--- config.mk ---
export PLATFORM = sky130hd
export DESIGN_NAME = frame_line_sched
export DESIGN_NICKNAME = d
export VERILOG_FILES = /design/src/rtl/frame_line_sched.sv
export SDC_FILE = /design/constraint.sdc
export NUM_CORES = 1
export LEC_CHECK = 0
export CAP_MARGIN = 20
export CORE_ASPECT_RATIO = 0.9
export CORE_MARGIN = 2
export CORE_UTILIZATION = 50
export CTS_CLUSTER_DIAMETER = 200
export CTS_CLUSTER_SIZE = 8
export DETAILED_ROUTE_END_ITERATION = 7
export PLACE_DENSITY_LB_ADDON = 0.3
export SKIP_LAST_GASP = 1
export SYNTH_ARGS = -nofsm -noshare
export SYNTH_HDL_FRONTEND = slang
export SYNTH_SLANG_ARGS = --single-unit
--- constraint.sdc ---
create_clock -name clk -period 3.5 [get_ports clk]
set_clock_uncertainty 0.15 [all_clocks]
set_input_delay 0.7 -clock clk [delete_from_list [all_inputs] [get_ports clk]]
set_output_delay 0.7 -clock clk [all_outputs]
set_load 0.03 [all_outputs]
--- src/rtl/frame_line_sched.sv ---
`default_nettype none
// ============================================================================
// Module   : frame_line_sched
// Purpose  : Frame scheduler for the trace/retrace output controller. Stages
//            frame parameters, commits them at frame boundaries and sequences
//            one FIFO-gated output session per frame.
// Revision : 1.0 - initial release
// ============================================================================
module frame_line_sched #(
    parameter int LEN_W      = 16,
    parameter int LINE_W     = 12,
    parameter int SETTLE     = 4,
    parameter int START_HOLD = 4,
    parameter int GAP        = 8
) (
    input  logic              clk,
    input  logic              reset_n,
    input  logic              cfg_we,
    input  logic [1:0]        cfg_addr,
    input  logic [15:0]       cfg_wdata,
    input  logic              run,
    input  logic [LEN_W-1:0]  fifo_words,
    output logic [LEN_W-1:0]  trace_length,
    output logic [LEN_W-1:0]  retrace_length,
    output logic              update_flag,
    output logic              ready_send,
    output logic              start_send,
    output logic [LINE_W-1:0] line_idx,
    output logic              frame_done,
    output logic              busy,
    output logic              err_underrun,
    output logic              err_cfg
);

    localparam int c_MAX_A   = (SETTLE > START_HOLD) ? SETTLE : START_HOLD;
    localparam int c_MAX_B   = (GAP > 2) ? GAP : 2;
    localparam int c_TMR_MAX = (c_MAX_A > c_MAX_B) ? c_MAX_A : c_MAX_B;
    localparam int c_TMR_W   = $clog2(c_TMR_MAX + 1);

    localparam logic [c_TMR_W-1:0] c_COMMIT_LAST = c_TMR_W'(1);
    localparam logic [c_TMR_W-1:0] c_SETTLE_LAST = c_TMR_W'(SETTLE - 1);
    localparam logic [c_TMR_W-1:0] c_HOLD_LAST   = c_TMR_W'(START_HOLD - 1);
    localparam logic [c_TMR_W-1:0] c_GAP_LAST    = c_TMR_W'(GAP - 1);
    localparam logic [LEN_W-1:0]   c_MIN_PERIOD  = LEN_W'(4);

    typedef enum logic [2:0] {
        S_IDLE      = 3'd0,
        S_COMMIT    = 3'd1,
        S_ARM       = 3'd2,
        S_WAIT_FIFO = 3'd3,
        S_START     = 3'd4,
        S_RUN       = 3'd5,
        S_FRAME_END = 3'd6
    } state_t;

    state_t              r_state;
    state_t              w_state_nxt;
    logic [c_TMR_W-1:0]  r_tmr;

    logic [LEN_W-1:0]    r_stg_trace;
    logic [LEN_W-1:0]    r_stg_retrace;
    logic [LINE_W-1:0]   r_stg_lines;
    logic [LEN_W-1:0]    r_stg_period;

    logic [LEN_W-1:0]    r_act_trace;
    logic [LEN_W-1:0]    r_act_retrace;
    logic [LINE_W-1:0]   r_act_lines;
    logic [LEN_W-1:0]    r_act_period;

    logic [LEN_W-1:0]    r_pcnt;
    logic [LINE_W-1:0]   r_line;

    logic                r_update;
    logic                r_ready;
    logic                r_start;
    logic                r_done;
    logic                r_busy;
    logic                r_underrun;

    logic                w_cfg_ok;
    logic                w_fifo_ok;
    logic                w_wrap;
    logic                w_last_line;
    logic                w_entering;
    logic                w_timed;

    assign w_cfg_ok    = (r_stg_trace != '0) && (r_stg_lines != '0) &&
                         (r_stg_period >= c_MIN_PERIOD);
    assign w_fifo_ok   = (fifo_words >= r_act_trace);
    assign w_wrap      = (r_pcnt == (r_act_period - LEN_W'(1)));
    assign w_last_line = (r_line == (r_act_lines - LINE_W'(1)));
    assign w_entering  = (w_state_nxt != r_state);
    assign w_timed     = (r_state == S_COMMIT) || (r_state == S_ARM) ||
                         (r_state == S_START)  || (r_state == S_FRAME_END);

    // Staged registers accept writes in every state; only COMMIT reads them.
    always_ff @(posedge clk or negedge reset_n) begin
        if (!reset_n) begin
            r_stg_trace   <= '0;
            r_stg_retrace <= '0;
            r_stg_lines   <= '0;
            r_stg_period  <= '0;
        end else if (cfg_we) begin
            case (cfg_addr)
                2'd0:    r_stg_trace   <= LEN_W'(cfg_wdata);
                2'd1:    r_stg_retrace <= LEN_W'(cfg_wdata);
                2'd2:    r_stg_lines   <= LINE_W'(cfg_wdata);
                default: r_stg_period  <= LEN_W'(cfg_wdata);
            endcase
        end
    end

    always_comb begin
        w_state_nxt = r_state;
        case (r_state)
            S_IDLE: begin
                if (run && w_cfg_ok)
                    w_state_nxt = S_COMMIT;
            end
            S_COMMIT: begin
                if (r_tmr == c_COMMIT_LAST)
                    w_state_nxt = S_ARM;
            end
            S_ARM: begin
                if (r_tmr == c_SETTLE_LAST)
                    w_state_nxt = w_fifo_ok ? S_START : S_WAIT_FIFO;
            end
            S_WAIT_FIFO: begin
                if (w_fifo_ok)
                    w_state_nxt = S_START;
            end
            S_START: begin
                // A short frame can finish while start_send is still held.
                if (w_wrap && w_last_line)
                    w_state_nxt = S_FRAME_END;
                else if (r_tmr == c_HOLD_LAST)
                    w_state_nxt = S_RUN;
            end
            S_RUN: begin
                if (w_wrap && w_last_line)
                    w_state_nxt = S_FRAME_END;
            end
            S_FRAME_END: begin
                if (r_tmr == c_GAP_LAST)
                    w_state_nxt = (run && w_cfg_ok) ? S_COMMIT : S_IDLE;
            end
            default: w_state_nxt = S_IDLE;
        endcase
    end

    always_ff @(posedge clk or negedge reset_n) begin
        if (!reset_n) begin
            r_state       <= S_IDLE;
            r_tmr         <= '0;
            r_act_trace   <= '0;
            r_act_retrace <= '0;
            r_act_lines   <= '0;
            r_act_period  <= '0;
            r_pcnt        <= '0;
            r_line        <= '0;
            r_update      <= 1'b0;
            r_ready       <= 1'b0;
            r_start       <= 1'b0;
            r_done        <= 1'b0;
            r_busy        <= 1'b0;
            r_underrun    <= 1'b0;
        end else begin
            r_state <= w_state_nxt;

            if (w_entering)
                r_tmr <= '0;
            else if (w_timed)
                r_tmr <= r_tmr + c_TMR_W'(1);

            if (w_entering && (w_state_nxt == S_COMMIT)) begin
                r_act_trace   <= r_stg_trace;
                r_act_retrace <= r_stg_retrace;
                r_act_lines   <= r_stg_lines;
                r_act_period  <= r_stg_period;
            end

            // START time belongs to line 0, so counting begins on its first cycle.
            if (w_entering && (w_state_nxt == S_START)) begin
                r_pcnt <= '0;
                r_line <= '0;
            end else if ((r_state == S_START) || (r_state == S_RUN)) begin
                if (w_wrap) begin
                    r_pcnt <= '0;
                    if (!w_last_line)
                        r_line <= r_line + LINE_W'(1);
                end else begin
                    r_pcnt <= r_pcnt + LEN_W'(1);
                end
            end

            if (w_entering && (w_state_nxt == S_COMMIT))
                r_underrun <= 1'b0;
            else if ((r_state == S_RUN) && (fifo_words == '0))
                r_underrun <= 1'b1;

            r_update <= (w_state_nxt == S_COMMIT);
            r_ready  <= (w_state_nxt == S_ARM)   || (w_state_nxt == S_WAIT_FIFO) ||
                        (w_state_nxt == S_START) || (w_state_nxt == S_RUN);
            r_start  <= (w_state_nxt == S_START);
            r_done   <= w_entering && (w_state_nxt == S_FRAME_END);
            r_busy   <= (w_state_nxt != S_IDLE);
        end
    end

    assign trace_length   = r_act_trace;
    assign retrace_length = r_act_retrace;
    assign update_flag    = r_update;
    assign ready_send     = r_ready;
    assign start_send     = r_start;
    assign line_idx       = r_line;
    assign frame_done     = r_done;
    assign busy           = r_busy;
    assign err_underrun   = r_underrun;
    assign err_cfg        = ~w_cfg_ok;

endmodule
`default_nettype wire

## Yosys cells after proc, flatten, opt, wreduce, memory -nomap -nowiden

Index checks and enable logic that the tools add are counted.

| word-level totals | value |
|---|---|
| flip-flop bits (word level) | 161 |
| latch bits | 0 |
| memory bits (writable) | 0 |
| bits in read-only memories | 0 |
| input bits | 38 |
| word-level logic and storage cells | 101 |
| memories | 0 |

| operators by class | value |
|---|---|
| add/sub/neg operators | 5 |
| multiply operators | 0 |
| div/mod/pow operators | 0 |
| magnitude comparators | 2 |
| eq/ne operators | 21 |
| shifts and indexed selects | 0 |
| muxes and demuxes | 22 |
| bitwise logic cells | 2 |
| reductions and logical operators | 31 |

Operators with widths:

| operator | count |
|---|---|
| $mux 12 | 4 |
| $mux 16 | 3 |
| $mux 3 | 9 |
| $pmux 3 s7 | 1 |
| $eq 3x3->1 const B | 6 |
| $add 16x1->16 const B | 1 |
| $eq 16x16->1 | 1 |
| $ge 16x16->1 | 1 |
| $ge 16x3->1 const B | 1 |
| $logic_not 16->1 | 1 |
| $reduce_bool 16->1 | 1 |
| $sub 16x1->16 const B | 1 |
| $add 12x1->12 const B | 1 |
| $eq 12x12->1 | 1 |
| $eq 3x2->1 const B | 4 |
| $reduce_bool 12->1 | 1 |
| $sub 12x1->12 const B | 1 |
| $logic_and 1x1->1 | 8 |
| $mux 4 | 2 |
| $reduce_and 2->1 | 4 |
| $reduce_bool 2->1 | 4 |
| $logic_or 1x1->1 | 7 |
| $eq 3x1->1 const B | 2 |
| $add 4x1->4 const B | 1 |
| 14 further kinds | 17 |

## Logic depth before layout (Yosys ltp)

| depth | value |
|---|---|
| depth after elaboration | 11 |
| depth in mapped cells | 14 |

## Worst setup path before layout

Ideal clock, no wire load.

| path | value |
|---|---|
| kind | input -> register |
| start point | input fifo_words[15] |
| end point | register r_pcnt[12] |
| setup time | 132 ps |
| data arrival time | 3058 ps |
| required time | 3218 ps |
| path slack | 160 ps |
| cell stages on the path | 9 |
| buffers on the path | 1 |
| cell sequence | ha_1 > nand4_1 > or4_1 > o21a_1 > a2111oi_2 > clkbuf_1 > nand3_1 > xor2_1 > nor2_1 |

| on the way | value |
|---|---|
| cells in the longest elaborated chain, start to end | 7 |
| elaborated cells on any way between the ends | 10 |

RTL lines:

| what | line | text |
|---|---|---|
| from (decl) | 22 | `input logic [LEN_W-1:0] fifo_words,` |
| $ge 16x16->1 (*) | 89 | `assign w_fifo_ok = (fifo_words >= r_act_trace);` |
| $mux 3 | 126 | `w_state_nxt = w_fifo_ok ? S_START : S_WAIT_FIFO;` |
| $mux 3 | 125 | `if (r_tmr == c_SETTLE_LAST)` |
| $pmux 3 s7 (*) | 115 | `case (r_state)` |
| named net w_state_nxt[2] | 57 | `state_t w_state_nxt;` |
| $ne 3x3->1 / $eq 3x3->1 (equally long branches) | 92, 183 |  |
| $logic_and 1x1->1 (*) | 183 | `if (w_entering && (w_state_nxt == S_START)) begin` |
| $mux 16 / $reduce_bool 2->1 (equally long branches) | -- |  |
| to (signal assigned) | 192 | `r_pcnt <= r_pcnt + LEN_W'(1);` |
| to (decl) | 70 | `logic [LEN_W-1:0] r_pcnt;` |

Mark *: on every way through the listed nets, which the timed path passes. The rest lies on a longest branch.
A chain may end at the register's enable or synchronous reset.

## Worst setup path after layout

| path | value |
|---|---|
| start point | register r_act_period[1] |
| end point | register r_busy (netlist: busy) |

| on the way | value |
|---|---|
| cells in the longest elaborated chain, start to end | 6 |
| elaborated cells on any way between the ends | 7 |

RTL lines:

| what | line | text |
|---|---|---|
| from (decl) | 68 | `logic [LEN_W-1:0] r_act_period;` |
| from (signal assigned) | 179 | `r_act_period <= r_stg_period;` |
| $sub 16x1->16 (*) | 90 | `assign w_wrap = (r_pcnt == (r_act_period - LEN_W'(1)));` |
| $eq 16x16->1 (*) | 90 |  |
| $logic_and 1x1->1 (*) | 134, 140 |  |
| $mux 3 (on tied branches) | 140, 134 |  |
| $pmux 3 s7 (*) | 115 |  |
| named net w_state_nxt[1] | 57 |  |
| $reduce_bool 3->1 (*) | 206 | `r_busy <= (w_state_nxt != S_IDLE);` |
| to (signal assigned) | 206 |  |
| to (decl) | 77 | `logic r_busy;` |

Marks and branches as above.

==> metrics.txt <==
# TYPE chip_impl_metric gauge
chip_impl_metric{name="max_rail_drop_vdd",unit="mV"} 0.484
chip_impl_metric{name="synth_area",unit="µm²"} 8170
chip_impl_metric{name="grt.total_usage",unit="%"} 23.2
chip_impl_metric{name="timing.hold.ws",unit="ns"} 0.143
chip_impl_info{name="clock_tree_from_tritoncts",value="yes"} 1
chip_impl_metric{name="fmax",unit="MHz"} 295
chip_impl_metric{name="initial_core_util",unit="%"} 50.8
chip_impl_info{name="crit-reg2reg-launch",value="r_act_period[1]$_DFFE_PN0P_"} 1
chip_impl_metric{name="dieArea",unit="µm²"} 17400
chip_impl_metric{name="power.net_switching",unit="W"} 0.00354
chip_impl_info{name="hold_path.class",value="in -> async"} 1
chip_impl_metric{name="drc",unit=""} 0
chip_impl_metric{name="fin_tns_setup",unit="ns"} 0
chip_impl_metric{name="worst_ep_arrival_time",unit="ns"} 3.53
chip_impl_metric{name="route.vias.total",unit=""} 6256
chip_impl_info{name="synth_most_common_cell",value="sky130_fd_sc_hd__dfrtp_1"} 1
chip_impl_metric{name="n_antenna_cell",unit=""} 0
chip_impl_metric{name="switching_share",unit="%"} 40.1
chip_impl_metric{name="antenna_violations_before_repair",unit=""} 1
chip_impl_info{name="crit_path_end",value="busy$_DFF_PN0_"} 1
chip_impl_info{name="cts_root_buf",value="sky130_fd_sc_hd__clkbuf_16"} 1
chip_impl_metric{name="die_h",unit="µm"} 125
chip_impl_info{name="timing.critical_path.from",value="r_act_period[1]$_DFFE_PN0P_"} 1
chip_impl_info{name="cp_cell_sequence",value="inv_1 -> ha_2 -> or4b_4 -> or4_4 -> mux2_4 -> a211oi_2 -> nor2_2 -> nand2_2 -> o21ai_2 -> or4b_1"} 1
chip_impl_metric{name="count_of_final_max_slew_check_failures",unit=""} 0
chip_impl_metric{name="ys_seq_area_share",unit="%"} 49.3
chip_impl_metric{name="maximum_net_fanout_on_the_critical_path",unit=""} 5
chip_impl_info{name="criticalPathCategory",value="reg -> reg"} 1
chip_impl_info{name="ys_top_cells_by_count",value="161 x sky130_fd_sc_hd__dfrtp_1, 101 x sky130_fd_sc_hd__mux2_2, 47 x sky130_fd_sc_hd__nor2_1"} 1
chip_impl_metric{name="synth_top_cell_area_share",unit="%"} 49.3
chip_impl_metric{name="count_of_boundary_i_o_pins",unit=""} 89
chip_impl_metric{name="final.fill_count",unit=""} 1288
chip_impl_metric{name="postSynth.asyncResetShare",unit="%"} 100
chip_impl_metric{name="max-clock-path-buffers",unit=""} 2
chip_impl_metric{name="number_of_hold_slack_violations_in_the_final_timing_report",unit=""} 0
chip_impl_metric{name="detailed_router_iteration_count_before_antenna_repair",unit=""} 6
chip_impl_info{name="yosys_most_used_dff",value="sky130_fd_sc_hd__dfrtp_1"} 1
chip_impl_metric{name="critPathRequiredTime",unit="ns"} 3.64
chip_impl_metric{name="share_clk_of_total_power",unit="%"} 21.5
chip_impl_metric{name="core.rowCount",unit=""} 44
chip_impl_metric{name="worst_slew_pin_tran",unit="ns"} 0.766
chip_impl_info{name="crit_path_end_kind",value="flop"} 1
chip_impl_metric{name="fin_crit",unit="ns"} 3.39
chip_impl_metric{name="place_hpwl",unit="µm"} 14100
chip_impl_metric{name="detailedRoute.firstIterationViolations",unit=""} 488
chip_impl_metric{name="post_route_cells_drive_above_1_share",unit="%"} 21.0
chip_impl_metric{name="power_report.internal_total",unit="W"} 0.00529
chip_impl_info{name="cp_slowest_cell",value="sky130_fd_sc_hd__or4b_4"} 1
chip_impl_info{name="critPathLaunchType",value="flop"} 1
chip_impl_metric{name="synth.ff_latch_count",unit=""} 161
chip_impl_metric{name="rrSetupSlack",unit="ns"} 0.11
chip_impl_metric{name="cts-htree-levels",unit=""} 4
chip_impl_metric{name="synthesis.area_per_instance",unit="µm²"} 10.9
chip_impl_metric{name="clk_transition_reported_paths",unit="ns"} 0.07
chip_impl_metric{name="nets",unit=""} 913
chip_impl_metric{name="numClockSinks",unit=""} 161
chip_impl_info{name="netlist.top_cell.by_area",value="sky130_fd_sc_hd__dfrtp_1"} 1
chip_impl_metric{name="p_comb_share",unit="%"} 42.2
chip_impl_metric{name="total_of_buffers_placed_on_input_and_output_ports",unit=""} 88
chip_impl_metric{name="leakage",unit="nW"} 4.24
chip_impl_metric{name="die_width",unit="µm"} 139
chip_impl_metric{name="grt_util_met3",unit="%"} 5.32
chip_impl_metric{name="number_of_standard_cells_after_synthesis",unit=""} 749
chip_impl_metric{name="seqPwrFrac",unit="%"} 36.3
chip_impl_metric{name="area_growth_syn_to_layout",unit="%"} 23.8
chip_impl_metric{name="grt_start_max_net_pins",unit=""} 82
chip_impl_metric{name="maxCapViolations",unit=""} 0
chip_impl_info{name="outcome",value="finished clean"} 1
chip_impl_metric{name="synth-edff-count",unit=""} 0
chip_impl_metric{name="global_route_wire_length_before_repair",unit="µm"} 32300
chip_impl_metric{name="numCtsBuffers",unit=""} 17
chip_impl_metric{name="ys_warn_count",unit=""} 0
chip_impl_metric{name="grt_pass1_vias",unit=""} 6241
chip_impl_metric{name="critical_path.max_stage_delay",unit="ns"} 0.50
chip_impl_metric{name="via_per_inst",unit=""} 5.84
chip_impl_metric{name="total_gr_overflow",unit=""} 0
chip_impl_metric{name="ctsHoldBuffers",unit=""} 0
chip_impl_metric{name="synth.lib_cells_used.distinct",unit=""} 69
chip_impl_metric{name="worst_skew_pair.late_latency",unit="ns"} 0.43
chip_impl_metric{name="final_antenna_net_count",unit=""} 0
chip_impl_info{name="global_route.peak_usage_layer",value="met2"} 1
chip_impl_metric{name="met2_usage",unit="%"} 36.1
chip_impl_metric{name="relSlewSlack",unit="%"} 48.8
chip_impl_metric{name="reg2reg_depth",unit=""} 10
chip_impl_info{name="grt_setup_unrepaired",value="yes"} 1
chip_impl_metric{name="synth.net_count",unit=""} 809
chip_impl_metric{name="powerDensity",unit="nW/µm²"} 872
chip_impl_metric{name="totalWireLength",unit="µm"} 19900
chip_impl_metric{name="coreArea",unit="µm²"} 16100
chip_impl_info{name="ys_top_cells_by_area",value="sky130_fd_sc_hd__dfrtp_1 49%, sky130_fd_sc_hd__mux2_2 14%, sky130_fd_sc_hd__ha_1 3.4%, sky130_fd_sc_hd__xor2_1 3.0%, sky130_fd_sc_hd__o21ai_0 2.5%"} 1
chip_impl_metric{name="global_route.usage.met1",unit="%"} 32.1
chip_impl_info{name="regToRegEndpoint",value="busy$_DFF_PN0_"} 1
chip_impl_metric{name="post_drt_wl_per_cell",unit="µm"} 18.6
chip_impl_metric{name="post-route-period-util",unit="%"} 96.8
chip_impl_metric{name="report.final.setup_viol",unit=""} 0
chip_impl_metric{name="place_congestion",unit=""} 0.869
## cells in the final DEF (no fill, tap or decap), types with 7 or more instances in the layout
| cell | Yosys | routed |
|---|---|---|
| sky130_fd_sc_hd__xnor2_1 | 21 | 21 |
| sky130_fd_sc_hd__mux2_2 | 101 | 101 |
| sky130_fd_sc_hd__clkbuf_16 | 0 | 18 |
| sky130_fd_sc_hd__ha_1 | 22 | 21 |
| sky130_fd_sc_hd__buf_4 | 0 | 18 |
| sky130_fd_sc_hd__nor4_1 | 19 | 19 |
| sky130_fd_sc_hd__or3_1 | 15 | 15 |
| sky130_fd_sc_hd__inv_1 | 31 | 31 |
| sky130_fd_sc_hd__nand4_1 | 14 | 14 |
| sky130_fd_sc_hd__a21oi_1 | 24 | 23 |
| sky130_fd_sc_hd__clkdlybuf4s50_1 | 0 | 87 |
| sky130_fd_sc_hd__nor2_1 | 47 | 47 |
| sky130_fd_sc_hd__nand2_1 | 46 | 46 |
| sky130_fd_sc_hd__xor2_1 | 28 | 28 |
| sky130_fd_sc_hd__nand2b_1 | 8 | 8 |
| sky130_fd_sc_hd__o21ai_0 | 41 | 40 |
| sky130_fd_sc_hd__dfrtp_1 | 161 | 161 |
| sky130_fd_sc_hd__nand3_1 | 20 | 19 |
| sky130_fd_sc_hd__nor3_1 | 21 | 21 |
| sky130_fd_sc_hd__and3_1 | 7 | 7 |
## worst min path at each step
stage | from | end | slack, ns | depth (start not counted)
5_1_grt | reset_n | trace_length[4]$_DFFE_PN0P_ | 0.19 | 1
4_1_cts | reset_n | trace_length[4]$_DFFE_PN0P_ | 0.16 | 1
6_report | reset_n | trace_length[0]$_DFFE_PN0P_ | 0.14 | 1
2_1_floorplan | reset_n | busy$_DFF_PN0_ | 0.25 | 0
3_3_place_gp | r_stg_period[1]$_DFFE_PN0P_ | r_act_period[1]$_DFFE_PN0P_ | 0.31 | 2
3_5_place_dp | r_stg_period[1]$_DFFE_PN0P_ | r_act_period[1]$_DFFE_PN0P_ | 0.32 | 2
## critical path: cells and delay by family, from the launching register on
| family | cells | cell delay (ns) |
|---|---|---|
| AOI/OAI and AO/OA | 2 | 0.39 |
| adders and majority gates | 1 | 0.20 |
| buffers and inverters | 1 | 0.08 |
| DFF | 1 | 0.40 |
| muxes | 1 | 0.32 |
| and+or+nand+nor | 5 | 1.71 |
## area by class of cell
class,count,area (µm²),area share [%]
well taps,207,259,2.56
inverters,31,116,1.15
flip-flops and latches,161,4030,39.8
clock buffers,17,425,4.21
multi-input cells,530,3970,39.3
repair buffers,112,1140,11.3
clock inverters,14,171,1.69
## per-stage QoR
step | cells | setup slack (ns) | total power (W) | cell area (µm²) | utilization (%)
global route | 1072 | -0.0173 | 0.00936 | 10100 | 62.9
detailed placement | 1038 | -0.350 | 0.00687 | 9440 | 58.7
CTS | 1069 | 0.0865 | 0.00880 | 10000 | 62.4
floorplan | 749 | 0.160 | 0.00548 | 8170 | -
global placement | 1038 | -0.271 | 0.00672 | 9440 | 58.7
finish | 1072 | 0.111 | 0.00882 | 10100 | 62.9
## cells by family (layout without fill, tap and decap cells)
family | Yosys count | in the layout | share of synthesized area [%]
AND/OR/NAND/NOR | 247 | 247 | 16.6
flip-flops | 161 | 161 | 49.3
buffers and inverters | 58 | 174 | 2.79
AO/OA/AOI/OAI | 105 | 105 | 7.99
XOR/XNOR | 49 | 49 | 5.25
adder cells (fa/ha/maj) | 22 | 22 | 3.37
multiplexers | 107 | 107 | 14.7
## layer usage
| layer | share of wire [%] | up-vias | wire [µm] |
|---|---|---|---|
| met4 | 2.2 | 0 | 442 |
| met1 | 45 | 3121 | 9040 |
| li1 | - | 2921 | - |
| met3 | 5.6 | 30 | 1110 |
| met5 | 0 | - | 0 |
| met2 | 47 | 184 | 9330 |
## flip-flops by register name, summed over array words and instances (netlist names), 3 cells and up
signal          count
r_act_period       16
r_pcnt             16
r_stg_period       16
r_stg_retrace      16
r_stg_trace        16
retrace_length     16
trace_length       16
line_idx           12
r_act_lines        12
r_stg_lines        12
r_tmr               4
r_state             3
## what timing repair did
| item | 4_1_cts | 5_1_grt |
|---|---|---|
| setup endpoints to repair | 0 | 18 |
| gates resized for setup | 0 | 9 |
| buffers inserted | 0 | 2 |
## power groups by stage
| stage | Combinational, W | Clock, W | Sequential (W) |
|---|---|---|---|
| floorplan | 0.00201 | 0 | 0.00348 |
| global placement | 0.00355 | 0 | 0.00317 |
| detailed placement | 0.00366 | 0 | 0.00320 |
| CTS | 0.00368 | 0.00193 | 0.00319 |
| global route | 0.00405 | 0.00201 | 0.00330 |
| finish | 0.00372 | 0.00190 | 0.00320 |
Note: power is estimated with default switching activity, not from simulation.
